--- src/rtl/seq_alu_if.sv ---
// Operand/result handshake bundle for seq_alu.
// The master drives operations and accepts results; the slave is the ALU.
interface seq_alu_if #(
  parameter int WIDTH = 32
);
  logic             in_valid;
  logic             in_ready;
  logic [WIDTH-1:0] A;
  logic [WIDTH-1:0] B;
  logic [2:0]       ALUOp;
  logic             out_valid;
  logic             out_ready;
  logic [WIDTH-1:0] C;
  logic [WIDTH-1:0] D;
  logic             dz;
  logic             busy;

  modport master (
    output in_valid, A, B, ALUOp, out_ready,
    input  in_ready, out_valid, C, D, dz, busy
  );

  modport slave (
    input  in_valid, A, B, ALUOp, out_ready,
    output in_ready, out_valid, C, D, dz, busy
  );
endinterface

--- src/rtl/seq_alu.sv ---
// Multi-cycle ALU: single-cycle add/sub/and/or/srl/sra plus iterative
// shift-add multiply and restoring divide, one operation in flight.
module seq_alu #(
  parameter int WIDTH = 32
) (
  input  logic     clk,
  input  logic     reset,
  seq_alu_if.slave bus
);
  localparam int SHW = $clog2(WIDTH);
  localparam logic [SHW-1:0] CNT_LAST = SHW'(WIDTH - 1);

  localparam logic [2:0] OP_ADD  = 3'd0;
  localparam logic [2:0] OP_SUB  = 3'd1;
  localparam logic [2:0] OP_AND  = 3'd2;
  localparam logic [2:0] OP_OR   = 3'd3;
  localparam logic [2:0] OP_SRL  = 3'd4;
  localparam logic [2:0] OP_SRA  = 3'd5;
  localparam logic [2:0] OP_MULU = 3'd6;
  localparam logic [2:0] OP_DIVU = 3'd7;

  typedef enum logic [1:0] {
    S_IDLE = 2'd0,
    S_CALC = 2'd1,
    S_DONE = 2'd2
  } state_e;

  state_e           state_q, state_d;
  logic             is_div_q, is_div_d;
  logic [WIDTH-1:0] b_q, b_d;
  logic [WIDTH-1:0] hi_q, hi_d;
  logic [WIDTH-1:0] lo_q, lo_d;
  logic [SHW-1:0]   cnt_q, cnt_d;
  logic [WIDTH-1:0] c_q, c_d;
  logic [WIDTH-1:0] d_q, d_d;
  logic             dz_q, dz_d;
  logic             out_valid_q, out_valid_d;

  logic [WIDTH:0]   mul_sum;
  logic [WIDTH:0]   div_trial;
  logic [WIDTH-1:0] step_hi;
  logic [WIDTH-1:0] step_lo;

  function automatic logic [WIDTH-1:0] simple_result(
    input logic [2:0]       op,
    input logic [WIDTH-1:0] a,
    input logic [WIDTH-1:0] b
  );
    logic [SHW-1:0] sh;
    sh = b[SHW-1:0];
    case (op)
      OP_ADD:  simple_result = a + b;
      OP_SUB:  simple_result = a - b;
      OP_AND:  simple_result = a & b;
      OP_OR:   simple_result = a | b;
      OP_SRL:  simple_result = a >> sh;
      OP_SRA:  simple_result = $unsigned($signed(a) >>> sh);
      default: simple_result = '0;
    endcase
  endfunction

  // One iteration step; {hi,lo} is the product pair for mulu and {remainder,quotient} for divu.
  always_comb begin
    mul_sum   = {1'b0, hi_q} + (lo_q[0] ? {1'b0, b_q} : {(WIDTH+1){1'b0}});
    div_trial = {hi_q, lo_q[WIDTH-1]} - {1'b0, b_q};
    if (is_div_q) begin
      if (!div_trial[WIDTH]) begin
        step_hi = div_trial[WIDTH-1:0];
        step_lo = {lo_q[WIDTH-2:0], 1'b1};
      end else begin
        step_hi = {hi_q[WIDTH-2:0], lo_q[WIDTH-1]};
        step_lo = {lo_q[WIDTH-2:0], 1'b0};
      end
    end else begin
      step_hi = mul_sum[WIDTH:1];
      step_lo = {mul_sum[0], lo_q[WIDTH-1:1]};
    end
  end

  // Next-state and datapath register update.
  always_comb begin
    state_d     = state_q;
    is_div_d    = is_div_q;
    b_d         = b_q;
    hi_d        = hi_q;
    lo_d        = lo_q;
    cnt_d       = cnt_q;
    c_d         = c_q;
    d_d         = d_q;
    dz_d        = dz_q;
    out_valid_d = out_valid_q;
    case (state_q)
      S_IDLE: begin
        if (bus.in_valid) begin
          if (bus.ALUOp == OP_MULU || (bus.ALUOp == OP_DIVU && bus.B != '0)) begin
            state_d  = S_CALC;
            is_div_d = (bus.ALUOp == OP_DIVU);
            b_d      = bus.B;
            hi_d     = '0;
            lo_d     = bus.A;
            cnt_d    = '0;
          end else if (bus.ALUOp == OP_DIVU) begin
            state_d = S_DONE;
            c_d     = '1;
            d_d     = bus.A;
            dz_d    = 1'b1;
          end else begin
            state_d = S_DONE;
            c_d     = simple_result(bus.ALUOp, bus.A, bus.B);
            d_d     = '0;
            dz_d    = 1'b0;
          end
        end else begin
          state_d = S_IDLE;
        end
      end
      S_CALC: begin
        hi_d  = step_hi;
        lo_d  = step_lo;
        cnt_d = cnt_q + SHW'(1'b1);
        if (cnt_q == CNT_LAST) begin
          state_d = S_DONE;
          c_d     = step_lo;
          d_d     = step_hi;
          dz_d    = 1'b0;
        end else begin
          state_d = S_CALC;
        end
      end
      S_DONE: begin
        // out_valid rises one cycle after entering DONE so results are registered before exposure.
        if (!out_valid_q) begin
          out_valid_d = 1'b1;
        end else if (bus.out_ready) begin
          out_valid_d = 1'b0;
          state_d     = S_IDLE;
        end else begin
          out_valid_d = 1'b1;
        end
      end
      default: begin
        state_d     = S_IDLE;
        out_valid_d = 1'b0;
      end
    endcase
  end

  // State and datapath registers with synchronous reset.
  always_ff @(posedge clk) begin
    if (reset) begin
      state_q     <= S_IDLE;
      is_div_q    <= 1'b0;
      b_q         <= '0;
      hi_q        <= '0;
      lo_q        <= '0;
      cnt_q       <= '0;
      c_q         <= '0;
      d_q         <= '0;
      dz_q        <= 1'b0;
      out_valid_q <= 1'b0;
    end else begin
      state_q     <= state_d;
      is_div_q    <= is_div_d;
      b_q         <= b_d;
      hi_q        <= hi_d;
      lo_q        <= lo_d;
      cnt_q       <= cnt_d;
      c_q         <= c_d;
      d_q         <= d_d;
      dz_q        <= dz_d;
      out_valid_q <= out_valid_d;
    end
  end

  assign bus.in_ready  = (state_q == S_IDLE);
  assign bus.busy      = (state_q == S_CALC);
  assign bus.out_valid = out_valid_q;
  assign bus.C         = c_q;
  assign bus.D         = d_q;
  assign bus.dz        = dz_q;
endmodule

--- src/flat_wrapper.sv ---
// flat-port wrapper written by rule: the top's interface ports become plain ports
module seq_alu_flat 
#(
  parameter int WIDTH = 32
)
  (clk, reset, bus_in_valid, bus_A, bus_B, bus_ALUOp, bus_out_ready, bus_in_ready, bus_out_valid, bus_C, bus_D, bus_dz, bus_busy);
  seq_alu_if #(.WIDTH(WIDTH)) bus_i ();
  input  logic clk;
  input  logic reset;
  input wire logic [$bits(bus_i.in_valid)-1:0] bus_in_valid;
  input wire logic [$bits(bus_i.A)-1:0] bus_A;
  input wire logic [$bits(bus_i.B)-1:0] bus_B;
  input wire logic [$bits(bus_i.ALUOp)-1:0] bus_ALUOp;
  input wire logic [$bits(bus_i.out_ready)-1:0] bus_out_ready;
  output wire logic [$bits(bus_i.in_ready)-1:0] bus_in_ready;
  output wire logic [$bits(bus_i.out_valid)-1:0] bus_out_valid;
  output wire logic [$bits(bus_i.C)-1:0] bus_C;
  output wire logic [$bits(bus_i.D)-1:0] bus_D;
  output wire logic [$bits(bus_i.dz)-1:0] bus_dz;
  output wire logic [$bits(bus_i.busy)-1:0] bus_busy;
  assign bus_i.in_valid = bus_in_valid;
  assign bus_i.A = bus_A;
  assign bus_i.B = bus_B;
  assign bus_i.ALUOp = bus_ALUOp;
  assign bus_i.out_ready = bus_out_ready;
  assign bus_in_ready = bus_i.in_ready;
  assign bus_out_valid = bus_i.out_valid;
  assign bus_C = bus_i.C;
  assign bus_D = bus_i.D;
  assign bus_dz = bus_i.dz;
  assign bus_busy = bus_i.busy;
  seq_alu #(.WIDTH(WIDTH)) u_core (.clk(clk), .reset(reset), .bus(bus_i));
endmodule
--- config.mk ---
export PLATFORM = sky130hd
export DESIGN_NAME = seq_alu_flat
export DESIGN_NICKNAME = d
export VERILOG_FILES = /design/src/rtl/seq_alu_if.sv /design/src/rtl/seq_alu.sv /design/src/flat_wrapper.sv
export SDC_FILE = /design/constraint.sdc
export NUM_CORES = 1
export LEC_CHECK = 0
export BUFFER_PORTS_ARGS = -buffer_cell sky130_fd_sc_hd__buf_2
export CAP_MARGIN = 0
export CORE_UTILIZATION = 53
export DETAILED_ROUTE_END_ITERATION = 8
export PLACE_DENSITY = 0.8
export SLEW_MARGIN = 30
export SYNTH_ARGS = -nofsm -noshare
export SYNTH_HDL_FRONTEND = slang
export SYNTH_SLANG_ARGS = --single-unit
--- constraint.sdc ---
create_clock -name clk -period 14.8 [get_ports clk]
set_clock_uncertainty 0.1 [all_clocks]
set_input_delay 2.22 -clock clk [delete_from_list [all_inputs] [get_ports clk]]
set_output_delay 2.22 -clock clk [all_outputs]
set_load 0.1 [all_outputs]
==> out/qor.yml, run 1 <==
power_and_ir_drop:
  peakVddDrop_mv: 0.0909
  p_per_area_nw_per_um2: 88.2
  power_mw: 1.60
  pwr-share-seq_pct: 31.7
  p_sw_mw: 0.694
  pwr-share-clk_pct: 28.6
  switching_share_pct: 43.4
  power.leakage_nw: 7.22
  intPower_mw: 0.905
  p_comb_share_pct: 39.7
timing:
  finalCritPeriodShare_pct: 47.2
  layout_min_cycle_time_ns: 6.99
  finalHoldViolations: 0
  worst_pin_slew_ns: 1.11
  fmax_ghz: 0.143
  setup_viol: 0
  maxSlewHeadroom_pct: 25.2
  rsz0062_at_grt: "false"
  slew_viol_final: 0
  worst_slack_ns: 7.81
  fin_setup_tns_ns: 0
detailed_routing:
  firstDrtPassIters: 5
  wl_mm: 69.7
  wl_per_cell_um: 25.5
  ant_nets: 0
  drc: 0
  drtIter0Drc: 2722
  vias_per_cell: 6.88
  num_vias: 18800
floorplanning:
  ioPinCount: 139
  die_h_um: 180
  dieArea_um2: 32400
  start_util_pct: 54.4
  core_um2: 30900
  die_w_um: 180
  rows: 64
synth:
  synth_area_leader_cell: "dfxtp_1"
  ys_warn_count: 0
  avgSynthCellArea_um2: 7.28
  synth-edff-count: 0
  synth-seq-cells: 170
  synth_top_area_share_pct: 20.3
  netlist_top_cells_area: "dfxtp_1, a21oi_1, ha_1"
  syn_area_um2: 16800
  synth-async-reset-ratio_pct: 0
  syn_nets: 2483
  yosysSeqAreaShare_pct: 20.3
  synth_cells: 2309
  yosys_most_used_dff: "dfxtp_1"
  ys_types: 92
clock_tree:
  path_clk_slew_ns: 0.07
  ctsHoldBuffers: 0
  cts-resized-gates: 0
  cts_buffers: 17
  cts_tree: "done"
  cts_max_level: 4
  clk_latency_ns: 0.45
  post_cts_buffers: 0
  cts.sink_count: 170
  cts_buffer_depth: 2
  cts-root-buf: "clkbuf_16"
grt:
  grt_max_degree: 98
  grt.total_usage_pct: 42.1
  antenna_found_initial: 0
  grt_pass1_vias: 17400
  grt_remaining_overflow: 0
  grt_pass1_wl_mm: 105
cells_and_area:
  multi_input_area_um2: 12500
  seqCellArea_um2: 3400
  nNetsFinal: 2502
  fillers: 2953
  drive_gt1_share_pct: 11.7
  diodes: 0
  area_growth_pct: 7.85
min_path:
  min_path_cells: 2
  hp-class: "reg2reg"
  hp-start: "u_core.bus.dz$_SDFFE_PP0P_"
  worstHoldEndpoint: "u_core.bus.dz$_SDFFE_PP0P_"
critical_path:
  r2r_setup_slack_ns: 10.69
  worstPathCellList: "buf_2 > buf_4 > clkinv_1 > ha_1 > or3b_2 > or3b_2 > nor2_1 > a21oi_1 > xnor2_1 > ha_1 > a211oi_1 > o21ai_0 > a22oi_1 > a21oi_1 > a211oi_1 > o21bai_1 > xor2_1 > a221oi_1 > a2111oi_0"
  cp.arrival_ns: 7.20
  path_class: "in2reg"
  crit_path_max_fanout: 39
  start_kind: "input pin"
  cp-end-kind: "flip-flop"
  regToRegEndpoint: "u_core.bus.D[3]$_SDFFE_PP0P_"
  slowest_delay_ns: 0.52
  cp_slowest_cell: "or3b_2"
  r2r_start: "u_core.lo_q[31]$_SDFFE_PP0P_"
  worst_r2r_path_depth: 13
  worstPathRequired_ns: 15.00
job:
  maxCapViolations: 0
run_status:
  status: "complete, no violations"
placed_design:
  io_buffers: 138
  gp_congestion: 1.03
  dp_hpwl_mm: 51.0
  preCtsSetupSlack_ns: 7.46
## state kept, by name, indices dropped and copies added, names as in the netlist
name / flops
u_core.bus.C: 32
u_core.is_div_q: 1
u_core.b_q: 32
u_core.bus.out_valid: 1
u_core.hi_q: 32
u_core.bus.D: 32
u_core.cnt_q: 5
u_core.state_q: 2
u_core.bus.dz: 1
u_core.lo_q: 32
## layer usage
metal	up-vias	track usage, %	part of all wire (%)
li1	8560	-	-
met2	1279	63.8	42
met3	201	9.44	13
met1	8792	56.1	39
met4	0	21.4	5.7
met5	-	0	0
## stage by stage
step | util, % | hold WS [ns] | cells | area [µm²]
after floorplan | - | 0.340 | 2309 | 16800
after global placement | 56.7 | 0.339 | 2705 | 17500
after detailed placement | 56.7 | 0.348 | 2705 | 17500
after CTS | 58.6 | 0.360 | 2737 | 18100
after global routing | 58.6 | 0.380 | 2737 | 18100
final | 58.6 | 0.355 | 2737 | 18100
## worst max-delay path, delay by kind of cell
family / cells / cell delay (ns)
AO/OA/AOI/OAI: 9 / 2.03
adder cells (fa/ha/maj): 2 / 0.61
XOR/XNOR: 2 / 0.40
buffers and inverters: 3 / 0.62
AND/OR/NAND/NOR: 3 / 1.29
## placed cells by master, fill, tap and decap left out, types with 20 or more instances in the layout
cell type	n
nand2_1	298
a21oi_1	255
nor2_1	214
dfxtp_1	169
buf_2	137
o21ai_0	109
ha_1	100
inv_1	65
nor3_1	62
and2_1	56
nand3_1	54
a211oi_1	51
xnor2_1	50
xor2_1	42
mux2i_1	42
a21o_1	39
o211ai_1	36
a311oi_1	35
a31oi_1	31
maj3_1	29
mux4_2	25
and3_1	23
buf_4	23
nor2b_1	22
o21ai_1	21
o21a_1	21
o31ai_1	20
## power by group through the flow
stage	clock network (mW)	registers (mW)	logic [mW]
after floorplan	0	0.629	0.335
after global placement	0	0.516	0.613
after detailed placement	0	0.516	0.615
after CTS	0.457	0.506	0.619
after global routing	0.479	0.509	0.668
final	0.457	0.508	0.634
## synthesized netlist by cell type (all sizes together) (51+ instances only)
master  instances
ha            100
nand3          54
clkbuf        115
o21ai         132
nor3           65
a21oi         259
nand2         298
nor2          217
and2           58
dfxtp         170
a211oi         51
inv            67
## layout make-up
class	instances	area share, %
multi-input cells	1909	69.0
well taps	396	2.73
flip-flops and latches	170	18.8
repair buffers	161	4.80
clock buffers	17	2.35
inverters	69	1.43
clock inverters	15	0.877
## worst max-delay path by stage
stage          cells past startpoint  startpoint                       endpoint
2_1_floorplan                     17    bus_B[1]  u_core.bus.C[20]$_SDFFE_PP0P_
3_3_place_gp                      18    bus_B[0]  u_core.bus.C[30]$_SDFFE_PP0P_
3_5_place_dp                      18    bus_B[0]  u_core.bus.C[30]$_SDFFE_PP0P_
4_1_cts                           19    bus_B[0]  u_core.bus.C[21]$_SDFFE_PP0P_
5_1_grt                           18    bus_B[0]  u_core.bus.C[30]$_SDFFE_PP0P_
6_report                          19    bus_B[0]  u_core.bus.C[21]$_SDFFE_PP0P_
## logic make-up after synthesis
logic type | share of synthesized area (%)
AND/OR/NAND/NOR | 23.1
AO/OA/AOI/OAI | 30.0
buffers and inverters | 5.52
flip-flops | 20.3
adder cells (fa/ha/maj) | 9.53
XOR/XNOR | 4.79
multiplexers | 6.79
(Power assumes the default switching activity.)
==> run 2, diff against run 1 <==
Settings changed: PLACE_DENSITY 0.8 to 0.83.
Clock period 14.8 ns to 5.7 ns, I/O delays scaled along.
==> run 2 against run 1 <==
Effect of this change:
- worst setup slack worse by 7.2 ns
- critical path depth is 2 lower
- combinational power grew to 2.6 times the previous value
- die area stayed put
- first-iteration DRC count is 5.3% lower
- power grew to 2.6 times the previous value
- sequential share of layout area is 0.13 points lower
- largest power group unchanged
- non-clock buffer count is 15 higher
- largest cell class unchanged
- final cell count is 0.55% higher
==> out/qor.yml, run 2 (same netlist as run 1, synthesis figures left out) <==
run_status:
  status: "complete, no violations"
detailed_routing:
  firstDrtPassIters: 6  # +1
  drc: 0  # unchanged
  wl_met1_mm: 27.9  # +2.0%
  ant_nets: 0  # unchanged
  wl_per_cell_um: 24.9  # -2.0%
  drtIter0Drc: 2578  # -5.3%
  wl_met3_mm: 7.33  # -17%
  top_layer: "met5"
  vias_per_cell: 6.87  # -0.14%
  num_vias: 18900  # +0.40%
  route.met2.wl_mm: 29.9  # +1.1%
  wl_mm: 68.6  # -1.5%
grt:
  grt.total_usage_pct: 41.2  # -0.88 points
  grt_pass1_wl_mm: 104  # -1.2%
  grt_max_degree: 80  # -18%
  grt_remaining_overflow: 0  # unchanged
  grt_pass1_vias: 17500  # +0.60%
  antenna_found_initial: 2  # +2
timing:
  slew_viol_final: 0  # unchanged
  fin_setup_tns_ns: 0  # unchanged
  worst_slack_ns: 0.596  # -7.21 ns
  layout_min_cycle_time_ns: 5.10
  worst_pin_slew_ns: 0.991  # -0.119 ns
  maxSlewHeadroom_pct: 32.2  # +7.0 points
  finalCritPeriodShare_pct: 89.5
  rsz0062_at_grt: "false"
  finalHoldViolations: 0  # unchanged
  fmax_ghz: 0.196
  setup_viol: 0  # unchanged
clock_tree:
  clk_latency_ns: 0.45  # about the same
  ctsHoldBuffers: 0  # unchanged
  path_clk_slew_ns: 0.08  # about the same
  cts.sink_count: 170  # unchanged
  cts_buffers: 17  # unchanged
  cts-root-buf: "clkbuf_16"
  cts-resized-gates: 0  # unchanged
  cts_max_level: 4  # unchanged
  post_cts_buffers: 0  # unchanged
  cts_tree: "done"
  cts_buffer_depth: 2  # unchanged
cells_and_area:
  area_growth_pct: 8.58
  layout_common_cells: "nand2_1, a21oi_1, nor2_1, dfxtp_1, buf_2"
  drive_gt1_share_pct: 12.2  # +0.56 points
  layout_commonest_cell: "nand2_1"
  diodes: 0  # unchanged
  nNetsFinal: 2517  # +0.60%
critical_path:
  r2r_start: "u_core.lo_q[31]$_SDFFE_PP0P_"
  path_class: "in2reg"
  crit_path_max_fanout: 7  # -82%
  cp-end-kind: "flip-flop"
  r2r_setup_slack_ns: 1.36  # -9.33 ns
  regToRegEndpoint: "u_core.bus.D[0]$_SDFFE_PP0P_"
  worstPathRequired_ns: 5.92  # -9.08 ns
  worst_r2r_path_depth: 14  # +1
  start_kind: "input pin"
  cp.arrival_ns: 5.33  # -1.87 ns
floorplanning:
  die_h_um: 180  # unchanged
  die_w_um: 180  # unchanged
  start_util_pct: 54.4  # unchanged
  dieArea_um2: 32400  # unchanged
  ioPinCount: 139  # unchanged
  core_um2: 30900  # unchanged
  rows: 64  # unchanged
placed_design:
  preCtsSetupSlack_ns: 0.251  # -7.21 ns
  dp_hpwl_mm: 51.1  # +0.16%
  io_buffers: 138  # unchanged
  gp_congestion: 1.04  # +0.89%
power_and_ir_drop:
  peakVddDrop_mv: 0.195  # +110%
  p_per_area_nw_per_um2: 227  # +160%
  power.leakage_nw: 7.31  # +1.3%
min_path:
  hp-class: "reg2reg"
  min_path_cells: 2  # unchanged
  hp-start: "u_core.bus.dz$_SDFFE_PP0P_"
  worstHoldEndpoint: "u_core.bus.dz$_SDFFE_PP0P_"
job:
  maxCapViolations: 0  # unchanged
## run 2: per-layer routing
| metal | vias up | track usage, % |
|---|---|---|
| li1 | 8588 | - |
| met1 | 8944 | 56.1 |
| met2 | 1192 | 63.4 |
| met3 | 182 | 6.33 |
| met4 | 2 | 20.9 |
| met5 | - | 0 |
## run 2: area by class of cell
cell class | count | area [µm²]
clock buffers | 19 | 443
repair buffers | 176 | 1000
fillers | 2967 | 12700
multi-input cells | 1909 | 12500
well taps | 396 | 495
inverters | 69 | 259
clock inverters | 13 | 133
flip-flops and latches | 170 | 3400
## run 2: critical path, cell delays in order
cell,delay [ns]
buf_2,0.14
inv_1,0.08
ha_1,0.21
or3b_2,0.51
or3b_2,0.54
nor2_1,0.17
nor2_1,0.07
xnor2_1,0.13
ha_1,0.39
and4_1,0.28
o211a_1,0.23
o2111ai_1,0.29
a2111oi_0,0.75
o21ai_1,0.19
a21oi_1,0.22
mux2i_1,0.18
o21ai_0,0.09
## run 2: worst max-delay path by stage
stage                  start                            end  slack [ns]  depth (start not counted)
global placement    bus_B[1]  u_core.bus.C[30]$_SDFFE_PP0P_        0.29                         18
finish              bus_B[1]  u_core.bus.C[30]$_SDFFE_PP0P_        0.60                         17
CTS                 bus_B[1]  u_core.bus.C[30]$_SDFFE_PP0P_        0.70                         17
floorplan           bus_B[1]  u_core.bus.C[20]$_SDFFE_PP0P_        0.70                         17
detailed placement  bus_B[1]  u_core.bus.C[30]$_SDFFE_PP0P_        0.25                         17
global route        bus_B[1]  u_core.bus.C[30]$_SDFFE_PP0P_        0.36                         17
## run 2: power breakdown
group	switching [mW]	internal, mW
logic	1.17	0.485
clock network	0.549	0.626
registers	0.0605	1.26
total	1.78	2.37
## run 2: stage by stage
step | total power [mW] | hold WS [ns] | util (%) | cell area [µm²] | instances
after global placement | 2.94 | 0.339 | 57.1 | 17700 | 2720
after floorplan | 2.50 | 0.340 | - | 16800 | 2309
after global routing | 4.29 | 0.386 | 59.0 | 18200 | 2752
final | 4.15 | 0.353 | 59.0 | 18200 | 2752
after CTS | 4.11 | 0.357 | 59.0 | 18200 | 2752
after detailed placement | 2.95 | 0.348 | 57.2 | 17700 | 2720
